<file path="src/rtl/palette_pixel_pipe_pkg.sv">
// Shared types and constants for the palette pixel stage.
// rgb_t is the default 8-bit-per-channel view of a {r,g,b} word.
package display_pkg;

  localparam int RGB_CH_W = 8;

  typedef struct packed {
    logic [RGB_CH_W-1:0] r;
    logic [RGB_CH_W-1:0] g;
    logic [RGB_CH_W-1:0] b;
  } rgb_t;

  typedef enum logic {
    INIT = 1'b0,
    RUN  = 1'b1
  } pp_state_e;

  localparam rgb_t BLACK = '0;

endpackage

</file>
<file path="src/rtl/palette_pixel_pipe_if.sv">
// CPU-side palette write port and sticky error flags of the pixel stage.
// INDEX_W and CH_W must match the parameters of the attached pipe.
interface palette_pixel_pipe_if #(
  parameter int INDEX_W = 8,
  parameter int CH_W    = 8
);

  logic                pal_we;
  logic [INDEX_W-1:0]  pal_addr;
  logic [3*CH_W-1:0]   pal_wdata;
  logic                pal_ready;
  logic                err_clr;
  logic                oob_flag;
  logic                wr_err;

  modport master (
    output pal_we, pal_addr, pal_wdata, err_clr,
    input  pal_ready, oob_flag, wr_err
  );

  modport slave (
    input  pal_we, pal_addr, pal_wdata, err_clr,
    output pal_ready, oob_flag, wr_err
  );

endinterface

</file>
<file path="src/rtl/palette_pixel_pipe_ram.sv">
// Palette storage: one write port, one synchronous read-before-write read port.
// Kept free of reset and control logic so it maps onto block/distributed RAM.
module palette_ram #(
  parameter int DEPTH = 10,
  parameter int AW    = 4,
  parameter int DW    = 24
) (
  input  logic          clk,
  input  logic          we,
  input  logic [AW-1:0] wa,
  input  logic [DW-1:0] wd,
  input  logic [AW-1:0] ra,
  output logic [DW-1:0] rd_q
);

  logic [DW-1:0] mem [DEPTH];

  // The read samples the array before this edge's write lands, giving old data on a collision.
  always_ff @(posedge clk) begin
    if (we) begin
      mem[wa] <= wd;
    end
    rd_q <= mem[ra];
  end

endmodule

</file>
<file path="src/rtl/palette_pixel_pipe.sv">
// Palette lookup pixel stage: index -> RGB with syncs/de delayed by the same two cycles.
// After reset an init sequencer clears every palette entry before CPU writes are accepted.
module palette_pixel_pipe
  import display_pkg::*;
#(
  parameter int               INDEX_W   = 8,
  parameter int               PAL_DEPTH = 10,
  parameter int               CH_W      = 8,
  parameter logic [3*CH_W-1:0] OOB_COLOR = 24'hFF00FF,
  parameter logic             SYNC_IDLE = 1'b1
) (
  input  logic                vgaClk,
  input  logic                rst,
  input  logic                videoOn,
  input  logic                hsync_in,
  input  logic                vsync_in,
  input  logic [INDEX_W-1:0]  color_index,
  palette_pixel_pipe_if.slave cpu,
  output logic [CH_W-1:0]     red,
  output logic [CH_W-1:0]     green,
  output logic [CH_W-1:0]     blue,
  output logic                hsync_out,
  output logic                vsync_out,
  output logic                de_out
);

  localparam int DW = 3 * CH_W;
  localparam int AW = (PAL_DEPTH > 1) ? $clog2(PAL_DEPTH) : 1;
  localparam int CW = $clog2(PAL_DEPTH + 1);
  localparam logic [INDEX_W:0] DEPTH_X    = (INDEX_W + 1)'(PAL_DEPTH);
  localparam logic [CW-1:0]    LAST_ENTRY = CW'(PAL_DEPTH - 1);

  pp_state_e     state_q, state_d;
  logic [CW-1:0] cnt_q, cnt_d;

  logic          run;
  logic          wr_acc;
  logic          wr_oob;
  logic          ram_we;
  logic [AW-1:0] ram_wa;
  logic [DW-1:0] ram_wd;
  logic [AW-1:0] ram_ra;
  logic [DW-1:0] ram_rd;
  logic          idx_oob;

  logic          s1_vid_q, s1_vid_d;
  logic          s1_hs_q, s1_hs_d;
  logic          s1_vs_q, s1_vs_d;
  logic          s1_oob_q, s1_oob_d;
  logic [DW-1:0] rgb_q, rgb_d;
  logic          de_q, de_d;
  logic          hs_q, hs_d;
  logic          vs_q, vs_d;
  logic          oob_flag_q, oob_flag_d;
  logic          wr_err_q, wr_err_d;

  always_ff @(posedge vgaClk or negedge rst) begin
    if (!rst) begin
      state_q <= INIT;
      cnt_q   <= '0;
    end else begin
      state_q <= state_d;
      cnt_q   <= cnt_d;
    end
  end

  // INIT clears one entry per cycle and hands over to RUN after the last one.
  always_comb begin
    state_d = state_q;
    cnt_d   = cnt_q;
    if (state_q == INIT) begin
      cnt_d = cnt_q + CW'(1);
      if (cnt_q == LAST_ENTRY) begin
        state_d = RUN;
      end
    end
  end

  always_comb begin
    run    = (state_q == RUN);
    wr_acc = cpu.pal_we && run;
    wr_oob = wr_acc && !({1'b0, cpu.pal_addr} < DEPTH_X);
    ram_we = 1'b0;
    ram_wa = '0;
    ram_wd = '0;
    if (!run) begin
      ram_we = 1'b1;
      ram_wa = cnt_q[AW-1:0];
    end else if (wr_acc && !wr_oob) begin
      ram_we = 1'b1;
      ram_wa = cpu.pal_addr[AW-1:0];
      ram_wd = cpu.pal_wdata;
    end
  end

  assign cpu.pal_ready = run;
  assign cpu.oob_flag  = oob_flag_q;
  assign cpu.wr_err    = wr_err_q;

  // Out-of-range indices read entry 0 so the RAM is never addressed past its depth.
  assign idx_oob = !({1'b0, color_index} < DEPTH_X);
  assign ram_ra  = idx_oob ? '0 : color_index[AW-1:0];

  palette_ram #(
    .DEPTH (PAL_DEPTH),
    .AW    (AW),
    .DW    (DW)
  ) u_ram (
    .clk  (vgaClk),
    .we   (ram_we),
    .wa   (ram_wa),
    .wd   (ram_wd),
    .ra   (ram_ra),
    .rd_q (ram_rd)
  );

  always_comb begin
    s1_vid_d   = run && videoOn;
    s1_hs_d    = run ? hsync_in : SYNC_IDLE;
    s1_vs_d    = run ? vsync_in : SYNC_IDLE;
    s1_oob_d   = idx_oob;
    rgb_d      = DW'(BLACK);
    if (s1_vid_q) begin
      rgb_d = s1_oob_q ? OOB_COLOR : ram_rd;
    end
    de_d       = s1_vid_q;
    hs_d       = s1_hs_q;
    vs_d       = s1_vs_q;
    oob_flag_d = oob_flag_q || (s1_vid_q && s1_oob_q);
    wr_err_d   = wr_err_q || wr_oob;
    if (cpu.err_clr) begin
      oob_flag_d = 1'b0;
      wr_err_d   = 1'b0;
    end
  end

  always_ff @(posedge vgaClk or negedge rst) begin
    if (!rst) begin
      s1_vid_q   <= 1'b0;
      s1_hs_q    <= SYNC_IDLE;
      s1_vs_q    <= SYNC_IDLE;
      s1_oob_q   <= 1'b0;
      rgb_q      <= DW'(BLACK);
      de_q       <= 1'b0;
      hs_q       <= SYNC_IDLE;
      vs_q       <= SYNC_IDLE;
      oob_flag_q <= 1'b0;
      wr_err_q   <= 1'b0;
    end else begin
      s1_vid_q   <= s1_vid_d;
      s1_hs_q    <= s1_hs_d;
      s1_vs_q    <= s1_vs_d;
      s1_oob_q   <= s1_oob_d;
      rgb_q      <= rgb_d;
      de_q       <= de_d;
      hs_q       <= hs_d;
      vs_q       <= vs_d;
      oob_flag_q <= oob_flag_d;
      wr_err_q   <= wr_err_d;
    end
  end

  assign red       = rgb_q[3*CH_W-1 -: CH_W];
  assign green     = rgb_q[2*CH_W-1 -: CH_W];
  assign blue      = rgb_q[CH_W-1:0];
  assign de_out    = de_q;
  assign hsync_out = hs_q;
  assign vsync_out = vs_q;

endmodule

</file>
<file path="src/flat_wrapper.sv">
// flat-port wrapper written by rule: the top's interface ports become plain ports
module palette_pixel_pipe_flat import display_pkg::*;
#(
  parameter int               INDEX_W   = 8,
  parameter int               PAL_DEPTH = 10,
  parameter int               CH_W      = 8,
  parameter logic [3*CH_W-1:0] OOB_COLOR = 24'hFF00FF,
  parameter logic             SYNC_IDLE = 1'b1
)
  (vgaClk, rst, videoOn, hsync_in, vsync_in, color_index, red, green, blue, hsync_out, vsync_out, de_out, cpu_pal_we, cpu_pal_addr, cpu_pal_wdata, cpu_err_clr, cpu_pal_ready, cpu_oob_flag, cpu_wr_err);
  palette_pixel_pipe_if #(.INDEX_W(INDEX_W), .CH_W(CH_W)) cpu_i ();
  input  logic vgaClk;
  input  logic rst;
  input  logic videoOn;
  input  logic hsync_in;
  input  logic vsync_in;
  input  logic [INDEX_W-1:0] color_index;
  output logic [CH_W-1:0] red;
  output logic [CH_W-1:0] green;
  output logic [CH_W-1:0] blue;
  output logic hsync_out;
  output logic vsync_out;
  output logic de_out;
  input wire logic [$bits(cpu_i.pal_we)-1:0] cpu_pal_we;
  input wire logic [$bits(cpu_i.pal_addr)-1:0] cpu_pal_addr;
  input wire logic [$bits(cpu_i.pal_wdata)-1:0] cpu_pal_wdata;
  input wire logic [$bits(cpu_i.err_clr)-1:0] cpu_err_clr;
  output wire logic [$bits(cpu_i.pal_ready)-1:0] cpu_pal_ready;
  output wire logic [$bits(cpu_i.oob_flag)-1:0] cpu_oob_flag;
  output wire logic [$bits(cpu_i.wr_err)-1:0] cpu_wr_err;
  assign cpu_i.pal_we = cpu_pal_we;
  assign cpu_i.pal_addr = cpu_pal_addr;
  assign cpu_i.pal_wdata = cpu_pal_wdata;
  assign cpu_i.err_clr = cpu_err_clr;
  assign cpu_pal_ready = cpu_i.pal_ready;
  assign cpu_oob_flag = cpu_i.oob_flag;
  assign cpu_wr_err = cpu_i.wr_err;
  palette_pixel_pipe #(.INDEX_W(INDEX_W), .PAL_DEPTH(PAL_DEPTH), .CH_W(CH_W), .OOB_COLOR(OOB_COLOR), .SYNC_IDLE(SYNC_IDLE)) u_core (.vgaClk(vgaClk), .rst(rst), .videoOn(videoOn), .hsync_in(hsync_in), .vsync_in(vsync_in), .color_index(color_index), .cpu(cpu_i), .red(red), .green(green), .blue(blue), .hsync_out(hsync_out), .vsync_out(vsync_out), .de_out(de_out));
endmodule
</file>
<file path="config.mk">
export PLATFORM = sky130hd
export DESIGN_NAME = palette_pixel_pipe_flat
export DESIGN_NICKNAME = d
export VERILOG_FILES = /design/src/rtl/palette_pixel_pipe_pkg.sv /design/src/rtl/palette_pixel_pipe_if.sv /design/src/rtl/palette_pixel_pipe_ram.sv /design/src/rtl/palette_pixel_pipe.sv /design/src/flat_wrapper.sv
export SDC_FILE = /design/constraint.sdc
export NUM_CORES = 1
export LEC_CHECK = 0
export CORE_ASPECT_RATIO = 0.75
export CORE_MARGIN = 3
export CORE_UTILIZATION = 56
export CTS_CLUSTER_DIAMETER = 80
export DETAILED_ROUTE_END_ITERATION = 8
export GPL_TIMING_DRIVEN = 0
export PLACE_DENSITY = 0.76
export SYNTH_ARGS = -nofsm -noshare
export SYNTH_HDL_FRONTEND = slang
export SYNTH_SLANG_ARGS = --single-unit
</file>
<file path="constraint.sdc">
create_clock -name vgaClk -period 3.7 [get_ports vgaClk]
set_input_delay 0.74 -clock vgaClk [delete_from_list [all_inputs] [get_ports vgaClk]]
set_output_delay 0.74 -clock vgaClk [all_outputs]
set_load 0.02 [all_outputs]
</file>
# == Word level (Yosys, flattened, before mapping) ==
# Memory sizes are Yosys's and may differ from the RTL's. A register that Yosys moved wholly into a read port is not among the register bits.
# Index checks and enable logic that the tools add are counted.
# totals
ff_bits,38
mem_bits_rw,240
out_inout_bits,30
mem_count,1
# op_classes
add_sub_neg,1
magnitude_cmp,2
n_eq_ne,1
n_mux,17
n_reduce_logical,10
# memory_table
memory,depth,word_bits,read_ports,rd_clocked_by_memory_dff,write_ports,line,source
u_core.u_ram.mem,10,24,1,1,1,palette_pixel_pipe_ram.sv:16,logic [DW-1:0] mem [DEPTH];
# ops
op,n
$mux W24,4
$lt A8 B4 Y1 const B,2
$mux W4,3
$mux W1,10
$logic_and A1 B1 Y1,5
$add A4 B1 Y4 const B,1
$eq A4 B4 Y1 const B,1
$logic_not A1 Y1,3
$logic_or A1 B1 Y1,2

# == Longest topological paths before layout ==
# Gate-level depths: netlist (run 1).
# logic_depth
depth_word,9
ltp_mapped,7
mapped_depth_nobuf,4

# == Modules after synthesis ==
# A second synthesis (run 1) with hierarchy kept.
# unflattened
cells_unflattened,665
hier_area_um2,11491.0
# modules_own_cells
module,n_inst,cells_per_inst,area_each_um2
palette_ram,1,528,9863.2
palette_pixel_pipe,1,137,1627.8

# == Worst setup path before layout (run 1) ==
# OpenSTA, ideal clock, no wires.
# synth_path
path_kind,in2reg
from,input cpu_pal_addr[7]
to,memory u_core.u_ram.mem[8][0] (enable)
arrival_ns,2.897
path_slack_ns,0.390
cell_stages,3
path_cell_list,or4_4 -> or3_4 -> a21oi_1
# synth_between
elab_chain_cells,9
word_cells_on_any_way,11
cone_classes,order compare (1); mux (6); reduce/logical (4)
# synth_lines
element,line,source
"start, declared",flat_wrapper.sv:25,input wire logic [$bits(cpu_i.pal_addr)-1:0] cpu_pal_addr;
$lt A8 B4 Y1 (*),palette_pixel_pipe.sv:82,"wr_oob = wr_acc && !({1'b0, cpu.pal_addr} < DEPTH_X);"
$logic_not A1 Y1 (*),palette_pixel_pipe.sv:82,
$logic_and A1 B1 Y1 (*),palette_pixel_pipe.sv:82,
$logic_not A1 Y1 (*),palette_pixel_pipe.sv:89,end else if (wr_acc && !wr_oob) begin
$logic_and A1 B1 Y1 (*),palette_pixel_pipe.sv:89,
$mux W1,palette_pixel_pipe.sv:89,
$mux W1,palette_pixel_pipe.sv:86,if (!run) begin
$mux W1,palette_pixel_pipe_ram.sv:20,if (we) begin
$mux W1 (implied by the code),palette_pixel_pipe_ram.sv:21,mem[wa] <= wd;
"end, declared",palette_pixel_pipe_ram.sv:16,
# Every way passes the cells marked *; elsewhere a longest branch is shown, timed or not.

# == Worst setup path in the final report (run 1) ==
# layout_path
from,input cpu_pal_addr[7]
to,memory u_core.u_ram.mem[9][16] (enable)
# Same word-level chain as after synthesis.

==> results of run 1 <==
-- worst min path at each step --
stage | start | to | slack (ps) | cells after the start
after detailed placement | u_core.hs_d | u_core.hsync_out | 350 | 0
after floorplan | u_core.hs_d | u_core.hsync_out | 350 | 0
after global placement | u_core.s1_vs_q | u_core.vsync_out | 350 | 0
final | rst | u_core.cpu.oob_flag | 190 | 1
after global routing | rst | u_core.rgb_q[16] | 220 | 1
after CTS | rst | u_core.de_d | 190 | 1
-- layout make-up --
class | instances | share of cell area (%)
inverter | 28 | 0.764
clock inverter | 6 | 0.218
tap | 282 | 2.56
buffer | 46 | 1.69
clock buffer | 45 | 6.00
sequential | 302 | 62.8
multi-input combinational | 357 | 20.1
timing repair buffer | 77 | 5.82
-- critical path, cell delays in order --
cell and delay [ps]:
clkdlybuf4s50_1 400, or4_4 580, nor3_4 370, clkbuf_1 500, a21oi_1 190, nor2_4 730
-- metal layers --
metal	vias to the layer above	global-route usage (%)	part of all wire, %
met5	-	0	0
met4	0	7.05	2.4
met3	49	5.61	9.6
met2	379	36.6	45
met1	3440	34.6	43
li1	3024	-	-
-- state kept, by name, indices dropped and copies added (netlist names) --
name,cells
u_core.u_ram.rd_q,24
u_core.hsync_out,1
u_core.hs_d,1
u_core.de_d,1
u_core.cpu.pal_ready,1
u_core.cnt_q,4
u_core.cpu.oob_flag,1
u_core.s1_oob_q,1
u_core.cpu.wr_err,1
u_core.u_ram.mem,240
u_core.vsync_out,1
u_core.de_out,1
u_core.s1_vs_q,1
u_core.rgb_q,24
-- power by group --
| group | total, uW | switching, uW | internal, uW |
|---|---|---|---|
| sequential | 3650 | 6.04 | 3650 |
| clock | 2700 | 1180 | 1520 |
| combinational | 259 | 149 | 110 |
| total | 6620 | 1340 | 5280 |
-- cells by family after synthesis --
group	share of synthesized area, %
AOI/OAI and AO/OA	11.2
xor gates and xnor gates	0.225
adders and majority gates	0.214
buffers and inverters	2.89
DFF	74.0
muxes	4.55
and+or+nand+nor	6.94
-- synth_stat cells, types with 24 or more instances --
library cell / number
o32ai_1: 24
mux2i_1: 25
edfxtp_1: 240
dfxtp_1: 24
nand2_1: 51
o21ai_0: 25
mux2_2: 25
dfrtp_1: 34
a221oi_1: 28
nor2b_1: 30
a211oi_1: 24
inv_1: 28
and2_1: 34
clkbuf_1: 24
-- through the flow --
stage | utilization [%] | hold slack [ps] | instances | area [um^2]
2_1_floorplan | - | 345 | 733 | 11700
3_3_place_gp | 62.7 | 348 | 1090 | 12800
3_5_place_dp | 63.3 | 348 | 1092 | 12900
4_1_cts | 67.5 | 193 | 1143 | 13800
5_1_grt | 67.5 | 219 | 1143 | 13800
6_report | 67.5 | 186 | 1143 | 13800
==> summary.md, run 1 <==
| Metric | Value |
|---|---|
| Arr. time, crit path | 3540 ps |
| Ports | 77 |
| Port bufs | 75 |
| Post-synth design cell area | about 0.012 mm^2 |
| Critical path data required time | 3860 ps |
| Max-Cap Viols | 0 |
| H-tree levels | 1 |
| Relative slew slack | 10.9% |
| Period utilisation layout | 91.2% |
| Die height | 131 um |
| Final setup violation count | 0 |
| Vias in the first global route | 6,932 |
| EDFF count, synth | 240 |
| Worst flop-to-flop path endpoint | u_core.u_ram.mem[9][16] |
| Initial antenna violation count | 0 |
| Syn_area_per_cell | 15.9 um^2 |
| First-pass DRT Iterations | 5 |
| Drt drc | 0 |
| Row count | 45 |
| Routed Antenna Nets | 0 |
| Pre-CTS setup slack | -326 ps |
| Layout cells sized above 1 | 14.6% |
| All-Layer GR Usage | 23.8% |
| Clock Latency Late Sink | 540 ps |
| Seq/Total Area, Yosys | 74.0% |
| Commonest non-fill, non-tap cell in the layout | edfxtp_1 |
| Yosys reg bits | 302 |
| Critical path origin | cpu_pal_addr[7] |
| RR Startpoint | u_core.cpu.pal_ready |
| Routed vias | 6,892 |
| Lkg Pwr | 0.00498 uW |
| Synth area leader | edfxtp_1 |
| Post-synthesis cell type count | 46 |
| Dpl hpwl | 16,600 um |
| Initial Util | 57.3% |
| Mapped Nets | 782 |
| Pwr Density | just under 500 mW/mm^2 |
| Yosys warns | 0 |
| Hold bufs inserted after CTS | 0 |
| Top cells by area, synth | edfxtp_1 (62%), dfrtp_1 (7.3%), dfxtp_1 (4.1%) |
| Wirelength per Cell | 23.5 um |
| Worst-path maximum fanout | 24 |
| R2R cell count | 5 |
| TritonCTS clock tree | done |
| Synth async-reset ratio | approximately an eighth |
| Core box area | 0.0204 mm^2 |
| Num CTS Buffers | 28 |
| Placer Congestion | 0.865 |
| Die X | 173 um |
| Clock transition at path regs | 60 ps |
| First-pass GRT wire length | 40,900 um |
| Max Fclk | 296 MHz |
| RSZ-0062 raised after global routing | no |
| Post-CTS sizing | 0 |
| Grt ovf | 0 |
| Area of the multi-input gates | 0.00277 mm^2 |
| Top cell type's share of synthesized area | 61.7% |
| Clock Sinks | between 300 and 400 |
| Hold WC Path Type | in -> async |
| Worst VDD drop | 0.000356 V |
| Commonest cells after routing, fill and taps aside | edfxtp_1 (240), clkdlybuf4s50_1 (74), nand2_1 (51) |
| Via density | 6.03 |
| Crit end category | flop |
| Setup TNS | 0 ps |
| CP startpoint kind | input pin |
| Post-Route WL | 26,800 um |
| Setup slack after layout | roughly 330 ps |
| Worst Skew | 7.94 ps |
| Max-slew violations | 0 |
| Final min period | between 3000 and 4000 ps |
| Clock buffer depth | 3 |
| Die area | 0.0226 mm^2 |
| Fillers | 1,379 |
| Power, Total | 6620 uW |
| Fin. Hold Viols | 0 |
| Top_reg_cell synth | edfxtp_1 |
| Post-CTS setup buffers | 0 |
| Largest net degree at the start of global routing | 25 |
| Status | completed |
| Worst setup endpoint | u_core.u_ram.mem[9][16] |
| Root buf cell | clkbuf_16 |
| # nets final | just under 900 |
| Critical path class | in -> reg |
| Area Overhead vs Synth | 17.8% |
| Initial DRC Count | between 800 and 900 |
| Worst Tran Pin Value | 1340 ps |
| Synth Instances | 733 |
| Internal reg-to-reg setup slack | around 760 ps |
| Number of diodes | 0 |
| Register area | 0.00864 mm^2 |
Note: power is estimated with default switching activity, not from simulation.
==> run 2: changes to the inputs <==
Settings changed: MAX_ROUTING_LAYER set to met4.
==> summary.md, run 2 (synthesized netlist as in run 1, its figures left out) <==
| Metric | Value |
|---|---|
| Commonest non-fill, non-tap cell in the layout | edfxtp_1 |
| Grt ovf | 0 (unchanged) |
| Final setup violation count | 0 (unchanged) |
| Initial DRC Count | 842 (unchanged) |
| Worst-path maximum fanout | 24 (unchanged) |
| # nets final | 889 (unchanged) |
| TritonCTS clock tree | done |
| Critical path data required time | 3860 ps (about the same) |
| Initial Util | 57.3% (unchanged) |
| Routed Antenna Nets | 0 (unchanged) |
| Period utilisation layout | 91.4% (+0.21 points) |
| Relative slew slack | 9.72% (-1.2 points) |
| Finished Layout Cells | 1,143 (unchanged) |
| Fillers | 1,379 (unchanged) |
| Fin. Hold Viols | 0 (unchanged) |
| Post-Route WL | 26,900 um (+0.13%) |
| Max-slew violations | 0 (unchanged) |
| Die X | 173 um (unchanged) |
| Die height | 131 um (unchanged) |
| Routed vias | 6,903 (+0.16%) |
| Pwr Density | 481 mW/mm^2 (about the same) |
| Vias in the first global route | 6,918 (-0.20%) |
| Arr. time, crit path | 3540 ps (about the same) |
| Layout cells sized above 1 | 14.6% (unchanged) |
| Drt drc | 0 (unchanged) |
| Largest regs | u_core.u_ram.mem (240), u_core.rgb_q (24), u_core.u_ram.rd_q (24) |
| Max-Cap Viols | 0 (unchanged) |
| Finished Core Util | 67.5% (unchanged) |
| Largest Register | u_core.u_ram.mem |
| Port bufs | 75 (unchanged) |
| Placer Congestion | 0.879 (+1.6%) |
| Max Fclk | 296 MHz (-0.23%) |
| All-Layer GR Usage | 24.6% (+0.80 points) |
| Worst Skew | 12.5 ps (+4.59 ps) |
| Max FFs per register | 240 (unchanged) |
| Clock transition at path regs | 60 ps (about the same) |
| DP Cell Count | 1,092 (unchanged) |
| Clock Sinks | 302 (unchanged) |
| CP startpoint kind | input pin |
| Area of the multi-input gates | 0.00277 mm^2 (unchanged) |
| Worst VDD drop | 0.000355 V (about the same) |
| Root buf cell | clkbuf_16 |
| Largest net degree at the start of global routing | 25 (unchanged) |
| Worst Tran Pin Value | 1350 ps (+18.2 ps) |
| Dpl hpwl | 16,600 um (unchanged) |
| Clock buffer depth | 3 (unchanged) |
| Ports | 77 (unchanged) |
| Final min period | 3380 ps (+7.92 ps) |
| Die area | 0.0226 mm^2 (unchanged) |
| Post-CTS setup buffers | 0 (unchanged) |
| Post-CTS sizing | 0 (unchanged) |
| H-tree levels | 1 (unchanged) |
| Wirelength per Cell | 23.5 um (+0.13%) |
| Register area | 0.00864 mm^2 (unchanged) |
| Via density | 6.04 (+0.16%) |
| Crit end category | flop |
| Commonest cells after routing, fill and taps aside | edfxtp_1 (240), clkdlybuf4s50_1 (74), nand2_1 (51) |
| Internal reg-to-reg setup slack | 750 ps (about the same) |
| Lkg Pwr | 0.00498 uW (unchanged) |
| Area Overhead vs Synth | 17.8% (unchanged) |
| First-pass DRT Iterations | 5 (unchanged) |
| Status | completed |
| Hold WC Path Type | in -> async |
| Critical path class | in -> reg |
| RSZ-0062 raised after global routing | no |
| Num CTS Buffers | 28 (unchanged) |
| Setup slack after layout | 317 ps (-7.92 ps) |
| Setup TNS | 0 ps (unchanged) |
| First-pass GRT wire length | 41,000 um (+0.19%) |
| Clock Latency Late Sink | 540 ps (about the same) |
| Pre-CTS setup slack | -326 ps (unchanged) |
| Core box area | 0.0204 mm^2 (unchanged) |
| Number of diodes | 0 (unchanged) |
| Row count | 45 (unchanged) |
| Initial antenna violation count | 0 (unchanged) |
| Hold bufs inserted after CTS | 0 (unchanged) |
run 2: cell counts in the layout (fill, tap and decap cells not counted):
Identical to the previous run, type by type.
run 2: worst paths after layout:
kind	start	end	cells past startpoint
hold / removal	rst	u_core.cpu.oob_flag	1
hold reg to reg	u_core.hs_d	u_core.hsync_out	0
setup / recovery	cpu_pal_addr[7]	u_core.u_ram.mem[9][5]	6
max in group asynchronous	rst	u_core.rgb_q[7]	2
min in group vgaClk	u_core.hs_d	u_core.hsync_out	0
setup reg to reg	u_core.cpu.pal_ready	u_core.u_ram.mem[9][5]	5
run 2: layer usage:
metal	global-route usage, %	part of all wire (%)	vias to the layer above
li1	-	-	3027
met1	34.8	43	3431
met2	36.6	45	383
met3	5.56	10	62
met4	7.05	2.5	0
met5	-	0	-
run 2: power by group:
group          switching (uW)  internal (uW)  total [uW]
clock                    1190           1520        2710
sequential               6.04           3650        3650
combinational             149            110         259
run 2: layout make-up:
class / count / share of cell area, %
timing repair buffer: 77 / 5.82
buffer: 46 / 1.69
sequential: 302 / 62.8
clock inverter: 6 / 0.218
inverter: 28 / 0.764
clock buffer: 45 / 6.00
tap: 282 / 2.56
multi-input combinational: 357 / 20.1
run 2: worst max-delay path: stages:
cell             delay, ps
clkdlybuf4s50_1        400
or4_4                  580
nor3_4                 370
clkbuf_1               510
a21oi_1                200
nor2_4                 730
run 2: through the flow:
stage | cell area (um^2) | hold slack, ps | power (uW)
final | 13800 | 186 | 6620
after global routing | 13800 | 219 | 6800
after CTS | 13800 | 193 | 6630
after detailed placement | 12900 | 348 | 3980
after global placement | 12800 | 348 | 3970
after floorplan | 11700 | 345 | 3840
==> run 3: changes to the inputs <==
Settings changed: ABC_CLOCK_PERIOD_IN_PS set to 3700, CTS_BUF_LIST set to sky130_fd_sc_hd__clkbuf_2 sky130_fd_sc_hd__clkbuf_4 sky130_fd_sc_hd__clkbuf_8.
==> summary.md, run 3 (synthesized netlist as in run 1, its figures left out) <==
| Metric | Value |
|---|---|
| Status | completed |
| Root buf cell | clkbuf_8 |
| Max FFs per register | 240 (unchanged) |
| Die X | 173 um (unchanged) |
| TritonCTS clock tree | done |
| Critical-path cell list | clkdlybuf4s50_1 -> or4_4 -> nor3_4 -> clkbuf_1 -> a21oi_1 -> nor2_4 |
| Max-slew violations | 0 (unchanged) |
| Die height | 131 um (unchanged) |
| First-pass DRT Iterations | 5 (unchanged) |
| Grt ovf | 0 (unchanged) |
| Design area | 0.0139 mm^2 (+0.77%) |
| Period utilisation layout | 92.2% (+0.73 points) |
| # nets final | 906 (+1.9%) |
| Cell family with most CP delay | simple AND/OR/NAND/NOR gates |
| Arr. time, crit path | 3570 ps (+30 ps) |
| Fin. Hold Viols | 0 (unchanged) |
| Port bufs | 75 (unchanged) |
| Lkg Pwr | 0.00507 uW (+1.7%) |
| Area Overhead vs Synth | 18.7% |
| Finished Core Util | 68.0% (+0.52 points) |
| Area of the multi-input gates | 0.00277 mm^2 (unchanged) |
| Core box area | 0.0204 mm^2 (unchanged) |
| Routed Antenna Nets | 0 (unchanged) |
| Wirelength per Cell | 23.1 um (-1.8%) |
| Max Fclk | 293 MHz (-0.80%) |
| Commonest non-fill, non-tap cell in the layout | edfxtp_1 |
| Hold bufs inserted after CTS | 0 (unchanged) |
| Commonest cells after routing, fill and taps aside | edfxtp_1 (240), clkdlybuf4s50_1 (74), clkbuf_8 (52) |
| Ports | 77 (unchanged) |
| H-tree levels | 2 (+1) |
| CP startpoint kind | input pin |
| Setup TNS | 0 ps (unchanged) |
| Worst Tran Pin Value | 1350 ps (-3.05 ps) |
| First-pass GRT wire length | 41,100 um (+0.42%) |
| Layout cells sized above 1 | 18.6% (+4.0 points) |
| RSZ-0062 raised after global routing | no |
| Placed cell area | 0.0129 mm^2 (unchanged) |
| Row count | 45 (unchanged) |
| Clock buffer depth | 3 (unchanged) |
| Num CTS Buffers | 45 (+61%) |
| Routed vias | 6,995 (+1.3%) |
| Placer Congestion | 0.879 (unchanged) |
| Post-Route WL | 27,100 um (+0.96%) |
| Relative slew slack | 9.92% (+0.20 points) |
| Worst-path maximum fanout | 24 (unchanged) |
| Initial DRC Count | 774 (-8.1%) |
| Post-CTS sizing | 0 (unchanged) |
| Max stage delay on crit path | 730 ps (about the same) |
| Largest Register | u_core.u_ram.mem |
| Drt drc | 0 (unchanged) |
| Vias in the first global route | 7,041 (+1.8%) |
| Max-Cap Viols | 0 (unchanged) |
| Worst Skew | 8.90 ps (-3.63 ps) |
| Critical path data required time | 3860 ps (about the same) |
| Initial Util | 57.3% (unchanged) |
| Dpl hpwl | 16,600 um (unchanged) |
| Via density | 5.95 (-1.4%) |
| Post-CTS setup buffers | 0 (unchanged) |
| Clock transition at path regs | 60 ps (about the same) |
| Die area | 0.0226 mm^2 (unchanged) |
| Crit end category | flop |
| Fillers | 1,381 (+0.15%) |
| Critical path class | in -> reg |
| Final setup violation count | 0 (unchanged) |
| Register area | 0.00864 mm^2 (unchanged) |
| Largest net degree at the start of global routing | 25 (unchanged) |
| Number of diodes | 0 (unchanged) |
| Final min period | 3410 ps (+27.2 ps) |
| Clock Latency Late Sink | 540 ps (about the same) |
| Worst Path Buf+Inv | 2 (unchanged) |
| Slowest CP cell | nor2_4 |
| Hold WC Path Type | in -> async |
| Initial antenna violation count | 0 (unchanged) |
| All-Layer GR Usage | 24.9% (+0.27 points) |
| Worst VDD drop | 0.000235 V (-34%) |
| Largest regs | u_core.u_ram.mem (240), u_core.rgb_q (24), u_core.u_ram.rd_q (24) |
| Clock Sinks | 302 (unchanged) |
| Pwr Density | 486 mW/mm^2 (+1.1%) |
==> run 3: cell type report <==
type                    instances  share of cell area [%]
well taps                     282                    2.55
clock inverters                13                   0.803
clock buffers                  70                    6.14
repair buffers                 77                    5.78
inverters                      28                   0.758
plain buffers                  46                    1.68
flip-flops and latches        302                    62.3
multi-input cells             357                    20.0
==> run 3: final timing paths <==
check / from / end / slack (ps) / cells after the start
worst min-delay path: rst / u_core.cpu.oob_flag / 180 / 1
worst min register to register: u_core.hs_d / u_core.hsync_out / 360 / 0
worst max register to register: u_core.cpu.pal_ready / u_core.u_ram.mem[9][10] / 730 / 5
max in group asynchronous: rst / u_core.rgb_q[11] / 3000 / 2
min in group vgaClk: u_core.hs_d / u_core.hsync_out / 360 / 0
worst max-delay path: cpu_pal_addr[7] / u_core.u_ram.mem[9][10] / 290 / 6
==> run 3: metal layers <==
metal  part of all wire (%)  track usage (%)
met4                    2.1             8.00
met2                     45             36.6
met5                      0                -
met3                    9.1             6.02
met1                     44             34.8
==> run 3: worst reg2reg max path, stage by stage, from the launching register on <==
cell	delay, ps
dfrtp_1	470
nand2_1	210
nor3_4	440
clkbuf_1	530
a21oi_1	200
nor2_4	730
==> run 3: metrics by stage <==
| stage | hold WS [ps] | setup WS [ps] | std cells | total power (uW) |
|---|---|---|---|---|
| after detailed placement | 348 | -326 | 1092 | 3980 |
| final | 182 | 290 | 1175 | 6740 |
| after global routing | 199 | 171 | 1175 | 6950 |
| after floorplan | 345 | 390 | 733 | 3840 |
| after global placement | 348 | -1390 | 1090 | 3970 |
| after CTS | 182 | 249 | 1175 | 6760 |
==> run 3: power by group <==
group | switching (uW) | internal, uW | leakage (uW)
logic | 150 | 110 | 0.00125
registers | 6.07 | 3650 | 0.00332
clock network | 1230 | 1600 | 0.000504
total | 1380 | 5360 | 0.00507
